[config.mk]
export PLATFORM = sky130hd
export DESIGN_NAME = attopu_exec
export DESIGN_NICKNAME = d
export VERILOG_FILES = /design/src/rtl/attopu_pkg.sv /design/src/rtl/attopu_alu_core.sv /design/src/rtl/attopu_regfile.sv /design/src/rtl/attopu_exec.sv
export SDC_FILE = /design/constraint.sdc
export NUM_CORES = 1
export LEC_CHECK = 0
export ABC_CLOCK_PERIOD_IN_PS = 12800
export BUFFER_PORTS_ARGS = -buffer_cell sky130_fd_sc_hd__buf_2
export CORE_UTILIZATION = 57
export DETAILED_ROUTE_END_ITERATION = 10
export PLACE_DENSITY = 0.8
export SYNTH_ARGS = -nofsm -noshare
export SYNTH_HDL_FRONTEND = slang
export SYNTH_SLANG_ARGS = --single-unit
export TNS_END_PERCENT = 30
[constraint.sdc]
create_clock -name clk -period 12.8 [get_ports clk]
set_input_delay 1.92 -clock clk [delete_from_list [all_inputs] [get_ports clk]]
set_output_delay 1.92 -clock clk [all_outputs]
set_load 0.02 [all_outputs]
[src/rtl/attopu_pkg.sv]
// Shared constants for the attopu execution core: opcodes, ALU functions and PC-select codes.
package attopu_pkg;

  localparam int DATA_W = 16;

  localparam logic [3:0] OP_NOP  = 4'h0;
  localparam logic [3:0] OP_ALU  = 4'h1;
  localparam logic [3:0] OP_LDI  = 4'h2;
  localparam logic [3:0] OP_LD   = 4'h3;
  localparam logic [3:0] OP_ST   = 4'h4;
  localparam logic [3:0] OP_LDR  = 4'h5;
  localparam logic [3:0] OP_STR  = 4'h6;
  localparam logic [3:0] OP_JMP  = 4'h7;
  localparam logic [3:0] OP_JZ   = 4'h8;
  localparam logic [3:0] OP_JC   = 4'h9;
  localparam logic [3:0] OP_JR   = 4'hA;
  localparam logic [3:0] OP_HALT = 4'hF;

  localparam logic [2:0] FN_ADD = 3'd0;
  localparam logic [2:0] FN_SUB = 3'd1;
  localparam logic [2:0] FN_AND = 3'd2;
  localparam logic [2:0] FN_OR  = 3'd3;
  localparam logic [2:0] FN_XOR = 3'd4;
  localparam logic [2:0] FN_NOT = 3'd5;
  localparam logic [2:0] FN_SHL = 3'd6;
  localparam logic [2:0] FN_SHR = 3'd7;

  localparam logic [1:0] PCSEL_INC = 2'b00;
  localparam logic [1:0] PCSEL_ABS = 2'b01;
  localparam logic [1:0] PCSEL_REG = 2'b10;

  localparam logic [1:0] WB_ALU = 2'd0;
  localparam logic [1:0] WB_IMM = 2'd1;
  localparam logic [1:0] WB_MEM = 2'd2;

endpackage

[src/rtl/attopu_alu_core.sv]
// Combinational 16-bit ALU producing result and carry/borrow; zero is derived by the caller.
module attopu_alu_core
  import attopu_pkg::*;
(
  input  logic [DATA_W-1:0] in1,
  input  logic [DATA_W-1:0] in2,
  input  logic [2:0]        func,
  output logic [DATA_W-1:0] result,
  output logic              carry
);

  logic [DATA_W:0] sum;

  assign sum = {1'b0, in1} + {1'b0, in2};

  always_comb begin
    result = '0;
    carry  = 1'b0;
    case (func)
      FN_ADD: begin
        result = sum[DATA_W-1:0];
        carry  = sum[DATA_W];
      end
      FN_SUB: begin
        result = in1 - in2;
        carry  = (in1 < in2);
      end
      FN_AND: result = in1 & in2;
      FN_OR:  result = in1 | in2;
      FN_XOR: result = in1 ^ in2;
      FN_NOT: result = ~in1;
      FN_SHL: begin
        result = {in1[DATA_W-2:0], 1'b0};
        carry  = in1[DATA_W-1];
      end
      FN_SHR: begin
        result = {1'b0, in1[DATA_W-1:1]};
        carry  = in1[0];
      end
      default: ;
    endcase
  end

endmodule

[src/rtl/attopu_regfile.sv]
// 4x16 register file, two combinational read ports and one synchronous write port.
module attopu_regfile
  import attopu_pkg::*;
(
  input  logic              clk,
  input  logic              rst,
  input  logic [1:0]        raddr1,
  input  logic [1:0]        raddr2,
  input  logic              we,
  input  logic [1:0]        waddr,
  input  logic [DATA_W-1:0] wdata,
  output logic [DATA_W-1:0] rdata1,
  output logic [DATA_W-1:0] rdata2
);

  logic [DATA_W-1:0] regs [4];

  // Reads see the pre-edge contents; a write lands on the edge.
  assign rdata1 = regs[raddr1];
  assign rdata2 = regs[raddr2];

  always_ff @(posedge clk) begin
    if (rst) begin
      for (int i = 0; i < 4; i++) regs[i] <= '0;
    end else if (we) begin
      regs[waddr] <= wdata;
    end
  end

endmodule

[src/rtl/attopu_exec.sv]
// attopu execution core: combinational decoder, register file, ALU and registered carry/zero flags.
module attopu_exec
  import attopu_pkg::*;
(
  input  logic              clk,
  input  logic              rst,
  input  logic [DATA_W-1:0] instruction,
  input  logic [DATA_W-1:0] memRdata,
  output logic [1:0]        nextPCSel,
  output logic [DATA_W-1:0] addr,
  output logic              halt,
  output logic [DATA_W-1:0] memAddr,
  output logic [DATA_W-1:0] memWdata,
  output logic              memWE,
  output logic [DATA_W-1:0] regOut1,
  output logic [DATA_W-1:0] regOut2,
  output logic              cFlag,
  output logic              zFlag
);

  logic [3:0]        op;
  logic [1:0]        sel1;
  logic [1:0]        sel2;
  logic              regWE;
  logic              flagWE;
  logic              indirect;
  logic [1:0]        wbSel;
  logic [DATA_W-1:0] wbData;
  logic [DATA_W-1:0] aluResult;
  logic              aluCarry;

  assign op = instruction[15:12];

  always_comb begin
    nextPCSel = PCSEL_INC;
    addr      = {6'b0, instruction[9:0]};
    halt      = 1'b0;
    memWE     = 1'b0;
    regWE     = 1'b0;
    flagWE    = 1'b0;
    indirect  = 1'b0;
    wbSel     = WB_ALU;
    sel1      = instruction[9:8];
    sel2      = instruction[7:6];
    case (op)
      OP_ALU: begin
        regWE  = 1'b1;
        flagWE = 1'b1;
      end
      OP_LDI: begin
        regWE = 1'b1;
        wbSel = WB_IMM;
      end
      OP_LD: begin
        regWE = 1'b1;
        wbSel = WB_MEM;
      end
      OP_ST: begin
        memWE = 1'b1;
        sel2  = instruction[11:10];
      end
      OP_LDR: begin
        regWE    = 1'b1;
        wbSel    = WB_MEM;
        indirect = 1'b1;
      end
      OP_STR: begin
        memWE    = 1'b1;
        indirect = 1'b1;
        sel2     = instruction[11:10];
      end
      OP_JMP: begin
        addr      = {4'b0, instruction[11:0]};
        nextPCSel = PCSEL_ABS;
      end
      OP_JZ: begin
        addr      = {4'b0, instruction[11:0]};
        nextPCSel = zFlag ? PCSEL_ABS : PCSEL_INC;
      end
      OP_JC: begin
        addr      = {4'b0, instruction[11:0]};
        nextPCSel = cFlag ? PCSEL_ABS : PCSEL_INC;
      end
      OP_JR: begin
        nextPCSel = PCSEL_REG;
        sel1      = instruction[11:10];
      end
      OP_HALT: halt = 1'b1;
      default: ;
    endcase
  end

  always_comb begin
    case (wbSel)
      WB_IMM:  wbData = addr;
      WB_MEM:  wbData = memRdata;
      default: wbData = aluResult;
    endcase
  end

  assign memAddr  = indirect ? regOut1 : addr;
  assign memWdata = regOut2;

  attopu_regfile uRegfile (
    .clk    (clk),
    .rst    (rst),
    .raddr1 (sel1),
    .raddr2 (sel2),
    .we     (regWE),
    .waddr  (instruction[11:10]),
    .wdata  (wbData),
    .rdata1 (regOut1),
    .rdata2 (regOut2)
  );

  attopu_alu_core uAlu (
    .in1    (regOut1),
    .in2    (regOut2),
    .func   (instruction[2:0]),
    .result (aluResult),
    .carry  (aluCarry)
  );

  // Flags hold across non-ALU instructions so conditional jumps see the last ALU result.
  always_ff @(posedge clk) begin
    if (rst) begin
      cFlag <= 1'b0;
      zFlag <= 1'b0;
    end else if (flagWE) begin
      cFlag <= aluCarry;
      zFlag <= (aluResult == '0);
    end
  end

endmodule

==> results.txt, run 1 <==
status = completed
clk_lat worst skew = 0.33 ns
multi-input logic area = 5160 µm²
clock root buffer = clkbuf_16
GRT Util Overall = 36.0%
maximum VDD drop = 0.0840 mV
Setup TNS = 0 ns
HPWL Detailed = 19100 µm
post-DR wirelength/cell = 21.8 µm
Die Span Y = 119 µm
vias in the first global route = 6920
share of the yosys chip area belonging to registers = 25.1%
Critical Path End = uRegfile.regs[0][12]$_SDFFCE_PN0P_
count of state elements after synthesis = 66
Worst-path clk slew = 0.06 ns
post-CTS sizing = 0
Primary FF master, synth = edfxtp_1
r2r setup slk = 8.29 ns
total power = 0.913 mW
pin count of the biggest net entering global routing = 36
IO Count = 120
worst r2r dst = uRegfile.regs[1][13]$_SDFFCE_PN0P_
total number of H-tree levels = 3
min cycle time layout = 7.08 ns
area occupied by registers = 1960 µm²
final hold vios = 0
CTS tree = built
Die Area = 14200 µm²
Critical Path Fanout Max = 32
period utilization = 55.3%
first-pass GRT wire length = 39200 µm
# rows = 42
initial antenna violation count = 0
WS Path Type = in -> reg
Detail Route Antenna Nets = 0
skew final = 0.00745 ns
FFs w/ async S/R, synth = 0%
starting density of the core = 58.8%
placed instance count = 1160
TritonCTS Buffers = 9
post-synth cell types = 77
Via density = 6.66
Max Clk Rate = 141 MHz
ANT cells = 0
Post-CTS Setup Bufs = 0
number of synthesized flops with an enable pin = 64
Final Non-Filler Cells = 1176
Cell Pwr Density = 108 nW/µm²
Crit Reg-Reg Startpoint = uRegfile.regs[0][1]$_SDFFCE_PN0P_
Initial DRC Count = 1329
Die X = 119 µm
Max-cap violations = 0
Initial DRT Pass Iterations = 6
mapped cell area = 7820 µm²
endpoints failing setup = 0
crit path capture type = register
Sink Count = 66
Residual DRC = 0
WP data arrival = 7.14 ns
Synth warnings = 0
core footprint = 13300 µm²
syn_area_per_cell = 8.20 µm²
Rel. slew slack = 15.9%
Static Leak = 3.71 nW
GP Congestion = 1.03
Layout area overhead = 8.42%
Slew @ Worst Pin = 1.25 ns
commonest non-fill, non-tap cell in the layout = nor2_1
pins over their slew limit = 0
number of cells produced by synthesis = 953
RSZ-0062 raised after global routing = no
final WL = 25600 µm
Clock Tree Buf Depth = 2
PortBufs = 115
Hold WC Path Type = reg -> reg
routed via count = 7833
worst reg-to-reg path cell count = 11
highest-count cells in the layout ignoring fill and taps = nor2_1 (129), buf_2 (115), nand2_1 (70), edfxtp_1 (64), a21oi_1 (61)
worst endpoint required time = 12.86 ns
Final nets = 1081
Critical path origin = instruction[15]
crit start category = input port
Hold Buf Count CTS = 0
layout cell share with drive strength beyond 1 = 18.6%
grt total ovfl = 0
filler instances = 1157
-- cell type report --
type	instances	share of cell area, %
clock inverters	7	0.709
flip-flops and latches	66	23.2
repair buffers	122	7.41
clock buffers	9	2.66
inverters	58	2.57
well taps	176	2.60
multi-input cells	738	60.9
-- metrics by stage --
| step | utilization (%) | cell area (µm²) | worst slack [ns] | hold slack, ns |
|---|---|---|---|---|
| 2_1_floorplan | - | 7830 | 5.74 | 0.590 |
| 3_3_place_gp | 61.6 | 8190 | 5.61 | 0.549 |
| 3_5_place_dp | 61.6 | 8190 | 5.50 | 0.543 |
| 4_1_cts | 63.7 | 8470 | 5.81 | 0.548 |
| 5_1_grt | 63.7 | 8470 | 5.12 | 0.593 |
| 6_report | 63.7 | 8470 | 5.72 | 0.552 |
-- registers in the layout (all words and copies together), names as in the netlist --
register	count
cFlag	1
zFlag	1
uRegfile.regs	64
-- Yosys cell counts, types with 4 or more instances --
master,n,area [µm²]
a2111oi_0,8,70.1
a211o_1,6,52.6
a211oi_1,14,105
a21o_1,14,105
a21oi_1,61,305
a221oi_1,12,105
a22oi_1,9,67.6
a31oi_1,8,50.1
and2_1,5,31.3
and3_1,4,25.0
buf_2,6,30.0
buf_4,31,233
buf_6,4,45.0
clkbuf_1,50,188
edfxtp_1,64,1920
ha_1,50,626
inv_1,53,199
mux2_2,27,304
mux2i_1,62,621
mux4_1,4,105
nand2_1,70,263
nand2b_1,28,175
nand3_1,13,65.1
nand4b_1,5,43.8
nor2_1,129,484
nor2b_1,24,150
nor3_1,23,115
nor4_1,7,43.8
o211ai_1,8,60.1
o21a_1,4,30.0
o21ai_0,35,175
o221ai_1,8,70.1
o22ai_1,15,93.8
o311ai_0,4,35.0
o31ai_1,4,30.0
or2_2,4,25.0
or3_1,7,43.8
xnor2_1,4,35.0
xor2_1,4,35.0
-- layer usage --
layer,global-route usage [%],wire length (µm)
met1,50.3,10300
met2,54.4,11300
met3,5.65,2960
met4,17.1,1110
met5,0,0
-- logic make-up after synthesis --
logic type / synth area share (%)
DFF: 25.1
buffers and inverters: 9.27
xor gates and xnor gates: 0.896
muxes: 14.6
and+or+nand+nor: 20.5
adders and majority gates: 8.52
other: 0.0480
AOI/OAI and AO/OA: 21.0
-- worst max-delay path: stages --
cell       delay (ns)
buf_2            0.16
nand2b_1         0.23
nor2_1           0.38
mux2i_4          0.29
buf_4            0.47
mux2i_1          0.14
mux2_2           0.32
inv_1            0.11
ha_1             0.19
inv_1            0.06
fa_1             0.39
nor2_1           0.20
o311ai_1         0.20
a2111oi_0        0.72
o21ai_0          0.24
a2111oi_0        0.39
o21ai_1          0.17
a22oi_1          0.40
nor2_1           0.11
-- how the worst min path moves through the flow --
stage / startpoint / endpoint / cells after the start
after global placement: cFlag$_SDFFE_PP0N_ / cFlag$_SDFFE_PP0N_ / 2
final: cFlag$_SDFFE_PP0N_ / cFlag$_SDFFE_PP0N_ / 2
after global routing: cFlag$_SDFFE_PP0N_ / cFlag$_SDFFE_PP0N_ / 2
after floorplan: cFlag$_SDFFE_PP0N_ / cFlag$_SDFFE_PP0N_ / 2
after CTS: cFlag$_SDFFE_PP0N_ / cFlag$_SDFFE_PP0N_ / 2
after detailed placement: cFlag$_SDFFE_PP0N_ / cFlag$_SDFFE_PP0N_ / 2
-- where the power goes --
group,internal (mW),switching (mW),total [mW]
logic,0.144,0.274,0.418
clock network,0.148,0.0877,0.236
registers,0.250,0.00958,0.260
Note: power is estimated with default switching activity, not from simulation.
==> run 2: changes to the inputs <==
ABC_AREA = 1   (was unset)
ABC_CLOCK_PERIOD_IN_PS = 6800   (was 12800)
clock period = 6.8 ns   (was 12.8 ns; I/O delays follow)
==> run 2 against run 1 <==
Net effect:
- design area grew 2.2%
- sequential power grew 83%
- critical path type unchanged
- largest cell class unchanged
- largest power group unchanged
- sequential cell count is the same
- total power grew 97%
- clock power grew 110%
- register-to-register slack lost 5.1 ns
- highest routed layer unchanged
- count of clock-buffer cells in the layout is the same
- synthesized cell count grew 35%
- critical path depth grew 7
- clock skew grew 0.0013 ns
==> results.txt, run 2 <==
syn_area_per_cell = 6.18 µm²
status = completed
initial antenna violation count = 0
Hold WC Path Type = reg -> reg
WS Path Type = in -> reg
min cycle time layout = 5.38 ns
post-synth top area share = 24.2%
Static Leak = 4.55 nW
post-DR wirelength/cell = 18.0 µm
commonest cells in the synthesized netlist = nand2_1 (352), inv_1 (212), nor2_1 (178)
Setup TNS = 0 ns
crit path capture type = register
Initial DRC Count = 1276
core footprint = 13400 µm²
count of state elements after synthesis = 66
PortBufs = 115
first-pass GRT wire length = 41900 µm
Post-CTS Setup Bufs = 0
CTS tree = built
largest registers = uRegfile.regs x64, cFlag x1, zFlag x1
RSZ-0062 raised after global routing = no
starting density of the core = 59.4%
commonest non-fill, non-tap cell in the layout = nand2_1
number of synthesized flops with an enable pin = 64
Critical path origin = instruction[14]
GP Congestion = 0.988
vias in the first global route = 7962
skew final = 0.00879 ns
period utilization = 79.1%
placed instance count = 1510
largest family of logic cells by synthesized area = simple AND/OR/NAND/NOR gates
Die Area = 14400 µm²
Residual DRC = 0
pins over their slew limit = 0
Initial DRT Pass Iterations = 7
cell accounting for the most synthesized area = edfxtp_1
Die X = 120 µm
Internal = 1.02 mW
post-synthesis mux area share = 0%
mapped cell area = 7960 µm²
ranking of synthesized cells by area = edfxtp_1 (24%), nand2_1 (17%), inv_1 (10%)
post-CTS sizing = 0
Worst-path clk slew = 0.06 ns
layout cell share with drive strength beyond 1 = 12.7%
HP Start = zFlag$_SDFFE_PP0N_
IO Count = 120
total number of H-tree levels = 3
Die Span Y = 120 µm
combinational power share = 45.7%
max reg flops = 64
Synth warnings = 0
HPWL Detailed = 20000 µm
endpoints failing setup = 0
Synth Area in Adders = 8.37%
clk_lat worst skew = 0.34 ns
highest-count cells in the layout ignoring fill and taps = nand2_1 (352), inv_1 (212), nor2_1 (178), nand3_1 (138), buf_2 (115)
worst endpoint required time = 6.85 ns
area occupied by registers = 1960 µm²
post-synth cell types = 43
Final Non-Filler Cells = 1526
WP data arrival = 5.42 ns
Via density = 5.88
Rel. slew slack = 22.3%
TritonCTS Buffers = 9
part of the power in the clock network = 27.8%
Final nets = 1431
fin util = 64.6%
Cell Pwr Density = 207 nW/µm²
clock root buffer = clkbuf_16
Synth Area in Simple Gates = 38.3%
dpl cell area = 8340 µm²
GRT Util Overall = 38.0%
routed via count = 8967
Worst Hold Depth = 2
crit start category = input port
final hold vios = 0
complex-gate fraction of the synthesized area = 12.3%
most common cell in the netlist = nand2_1
Flop pwr share = 26.5%
post-route design area = 8660 µm²
filler instances = 1307
Critical Path Fanout Max = 31
Synth Area in XOR/XNOR = 0%
Slew @ Worst Pin = 1.16 ns
ANT cells = 0
Crit Reg-Reg Startpoint = uRegfile.regs[3][9]$_DFFE_PP_
maximum VDD drop = 0.112 mV
# rows = 42
Detail Route Antenna Nets = 0
multi-input logic area = 4710 µm²
share of the yosys chip area belonging to registers = 24.7%
number of cells produced by synthesis = 1287
Hold Buf Count CTS = 0
pin count of the biggest net entering global routing = 39
Max-cap violations = 0
Primary FF master, synth = edfxtp_1
switching share of power = 43.1%
Most flops, register = uRegfile.regs
final WL = 27400 µm
Sink Count = 66
worst reg-to-reg path cell count = 17
sw power = 0.773 mW
FFs w/ async S/R, synth = 0%
Clock Tree Buf Depth = 2
Max Clk Rate = 186 MHz
grt total ovfl = 0
Layout area overhead = 8.90%
## run 2: changes by cell type after synthesis, sizes merged, moves of 28 or more
cell,change
inv,+163
mux2,-29
mux2i,-64
nand2,+295
nand2b,-28
nand3,+132
nor2,+51
## run 2: worst paths after layout
check                           slack [ns]                                 end
worst max-delay path                  1.42   uRegfile.regs[2][8]$_SDFFCE_PN0P_
worst max register to register        3.19  uRegfile.regs[1][12]$_SDFFCE_PN0P_
worst min-delay path                  0.54                  zFlag$_SDFFE_PP0N_
worst min register to register        0.54                  zFlag$_SDFFE_PP0N_
## run 2: logic make-up after synthesis
family | after synthesis
DFF | 66
buffers and inverters | 297
AOI/OAI and AO/OA | 159
adders and majority gates | 52
and+or+nand+nor | 712
other | 1
## run 2: metrics by stage
step	total power [mW]	hold WS, ns	worst slack (ns)
after floorplan	1.07	0.560	1.91
after global placement	1.27	0.503	1.27
after detailed placement	1.28	0.531	1.22
after CTS	1.77	0.548	1.55
after global routing	1.89	0.556	1.04
final	1.80	0.544	1.42
## run 2: cell type report
cell class,count,share of cell area (%)
clock buffers,9,2.60
inverters,219,9.49
flip-flops and latches,66,22.6
repair buffers,122,7.25
well taps,176,2.54
clock inverters,7,1.08
multi-input cells,927,54.4
## run 2: power by group through the flow
stage               clock, mW  sequential [mW]  combinational, mW
floorplan                   0            0.481              0.591
CTS                     0.494            0.475              0.798
global route            0.515            0.477              0.895
detailed placement          0            0.483              0.792
global placement            0            0.483              0.786
finish                  0.500            0.475              0.820
## run 2: worst max-delay path, cell delays in order
cell and delay (ns):
buf_2 0.16, inv_2 0.05, nor2_1 0.11, inv_2 0.07, nor2_1 0.25, o21ai_2 0.09
inv_1 0.78, nand2_1 0.14, a32oi_1 0.54, ha_1 0.27, inv_1 0.07, fa_1 0.44
inv_1 0.11, nand2_1 0.06, nand2_1 0.13, nand2_1 0.06, nand2_1 0.13, nand2_1 0.09
nand3_1 0.07, nand2_1 0.05, nand2_1 0.06, nand3_1 0.16, a22oi_1 0.16, o21ai_0 0.14
nand2_1 0.15, nor2_1 0.06
## run 2: routing by layer
layer	GRT usage (%)	up-vias	wire length, µm
li1	-	4209	-
met1	50.1	4019	10500
met2	61.2	661	12400
met3	8.03	78	3480
met4	13.2	0	994
met5	0	-	0
==> run 3: changes to the inputs <==
ABC_AREA = 0   (was 1)
ABC_CLOCK_PERIOD_IN_PS = 5500   (was 6800)
clock period = 5.5 ns   (was 6.8 ns; I/O delays follow)
==> run 3 against run 2 <==
Net effect:
- design area grew 1.7%
- worst setup slack lost 1.0 ns
- clock power grew 12%
- first-iteration DRC count shrank 21%
- critical path depth shrank 9
- combinational power grew 28%
==> results.txt, run 3 (same netlist as run 1, synthesis figures left out) <==
status = completed
IO Count = 120
Most flops, register = uRegfile.regs
highest-count cells in the layout ignoring fill and taps = nor2_1 (128), buf_2 (115), nand2_1 (70), edfxtp_1 (64), a21oi_1 (61)
DP Worst Slack = -0.0541 ns
switching share of power = 40.5%
WS Path Type = in -> reg
met2 Use GR = 56.8%
pins over their slew limit = 0
Initial DRT Pass Iterations = 5
clk_lat worst skew = 0.33 ns
Flop pwr share = 27.3%
TritonCTS Buffers = 9
combinational power share = 47.5%
first-pass GRT wire length = 40800 µm
Hold Worst Slack = 0.574 ns
Die Span Y = 119 µm
Static Leak = 3.91 nW
starting density of the core = 58.8%
final hold vios = 0
# rows = 42
crit path capture type = register
sw power = 0.897 mW
Layout area overhead = 12.7%
layout cell share with drive strength beyond 1 = 21.9%
WP data arrival = 5.17 ns
Max-cap violations = 0
HPWL Detailed = 20900 µm
endpoints failing setup = 0
total number of H-tree levels = 3
Post-CTS Setup Bufs = 0
worst endpoint required time = 5.57 ns
skew final = 0.0105 ns
Clock Tree Buf Depth = 2
RSZ-0062 raised after global routing = no
Rel. slew slack = 22.5%
GRT busiest layer = met2
period utilization = 92.7%
core footprint = 13300 µm²
Detail Route Antenna Nets = 0
dpl cell area = 8520 µm²
Hold WC Path Type = reg -> reg
part of the power in the clock network = 25.2%
GR Util met3 = 6.03%
Slew @ Worst Pin = 1.15 ns
largest registers = uRegfile.regs x64, cFlag x1, zFlag x1
Final nets = 1121
Die X = 119 µm
GRT Util Overall = 37.7%
Max Clk Rate = 196 MHz
Sink Count = 66
CTS tree = built
Setup TNS = 0 ns
final WL = 26700 µm
post-DR wirelength/cell = 22.0 µm
vias in the first global route = 7232
initial antenna violation count = 0
Cell Pwr Density = 251 nW/µm²
commonest non-fill, non-tap cell in the layout = nor2_1
Internal = 1.32 mW
Worst-path clk slew = 0.06 ns
routed via count = 7926
Via density = 6.52
Initial DRC Count = 1013
met1 Use GR = 52.0%
grt total ovfl = 0
Critical Path Fanout Max = 30
maximum VDD drop = 0.298 mV
fin util = 66.3%
max reg flops = 64
post-route design area = 8810 µm²
pin count of the biggest net entering global routing = 36
PortBufs = 115
min cycle time layout = 5.10 ns
Residual DRC = 0
clock root buffer = clkbuf_16
Die Area = 14200 µm²
GP Congestion = 1.02
ANT cells = 0
filler instances = 1129
Final WS setup = 0.402 ns
crit start category = input port
[run 3: power by group through the flow]
stage | Combinational, mW | Sequential [mW] | Clock [mW]
5_1_grt | 1.12 | 0.607 | 0.585
4_1_cts | 1.02 | 0.603 | 0.562
6_report | 1.05 | 0.605 | 0.559
3_5_place_dp | 1.01 | 0.613 | 0
3_3_place_gp | 1.01 | 0.611 | 0
2_1_floorplan | 0.708 | 0.604 | 0
[run 3: cell type report]
| type | count | area (µm²) | area share, % |
|---|---|---|---|
| inverter | 58 | 218 | 2.47 |
| timing repair buffer | 162 | 953 | 10.8 |
| tap | 176 | 220 | 2.50 |
| clock inverter | 5 | 55.1 | 0.625 |
| multi-input combinational | 738 | 5170 | 58.7 |
| clock buffer | 11 | 233 | 2.64 |
| sequential | 66 | 1960 | 22.3 |
[run 3: worst paths after layout]
path	start	end	slack, ns	cells past startpoint
setup / recovery	instruction[15]	uRegfile.regs[2][13]$_SDFFCE_PN0P_	0.40	17
hold / removal	cFlag$_SDFFE_PP0N_	cFlag$_SDFFE_PP0N_	0.57	2
setup reg to reg	uRegfile.regs[0][1]$_SDFFCE_PN0P_	uRegfile.regs[2][13]$_SDFFCE_PN0P_	1.44	11
hold reg to reg	cFlag$_SDFFE_PP0N_	cFlag$_SDFFE_PP0N_	0.57	2
[run 3: critical path: stages]
cell and delay (ns):
buf_2 0.11, nand2b_1 0.21, nor2_2 0.25, mux2i_4 0.35
buf_12 0.26, mux2i_1 0.21, mux2_2 0.26, inv_1 0.11
ha_1 0.25, o311ai_1 0.59, a211oi_1 0.16, a2111oi_0 0.55
xnor2_1 0.19, nor2_1 0.08, o21ai_0 0.21, a21boi_1 0.43
nor2_1 0.10
[run 3: timing repair]
item                       4_1_cts  5_1_grt
hold buffers                     0        0
setup endpoints to repair        0        3
gates resized for setup          0        1
[run 3: through the flow]
step | instances | power [mW]
after floorplan | 956 | 1.31
after global routing | 1216 | 2.31
after global placement | 1200 | 1.62
after CTS | 1216 | 2.19
final | 1216 | 2.22
after detailed placement | 1200 | 1.63
[run 3: per-layer routing]
layer | part of all wire (%) | vias up
li1 | - | 3610
met1 | 41 | 3679
met2 | 44 | 549
met3 | 10 | 88
met4 | 4.9 | 0
met5 | 0 | -
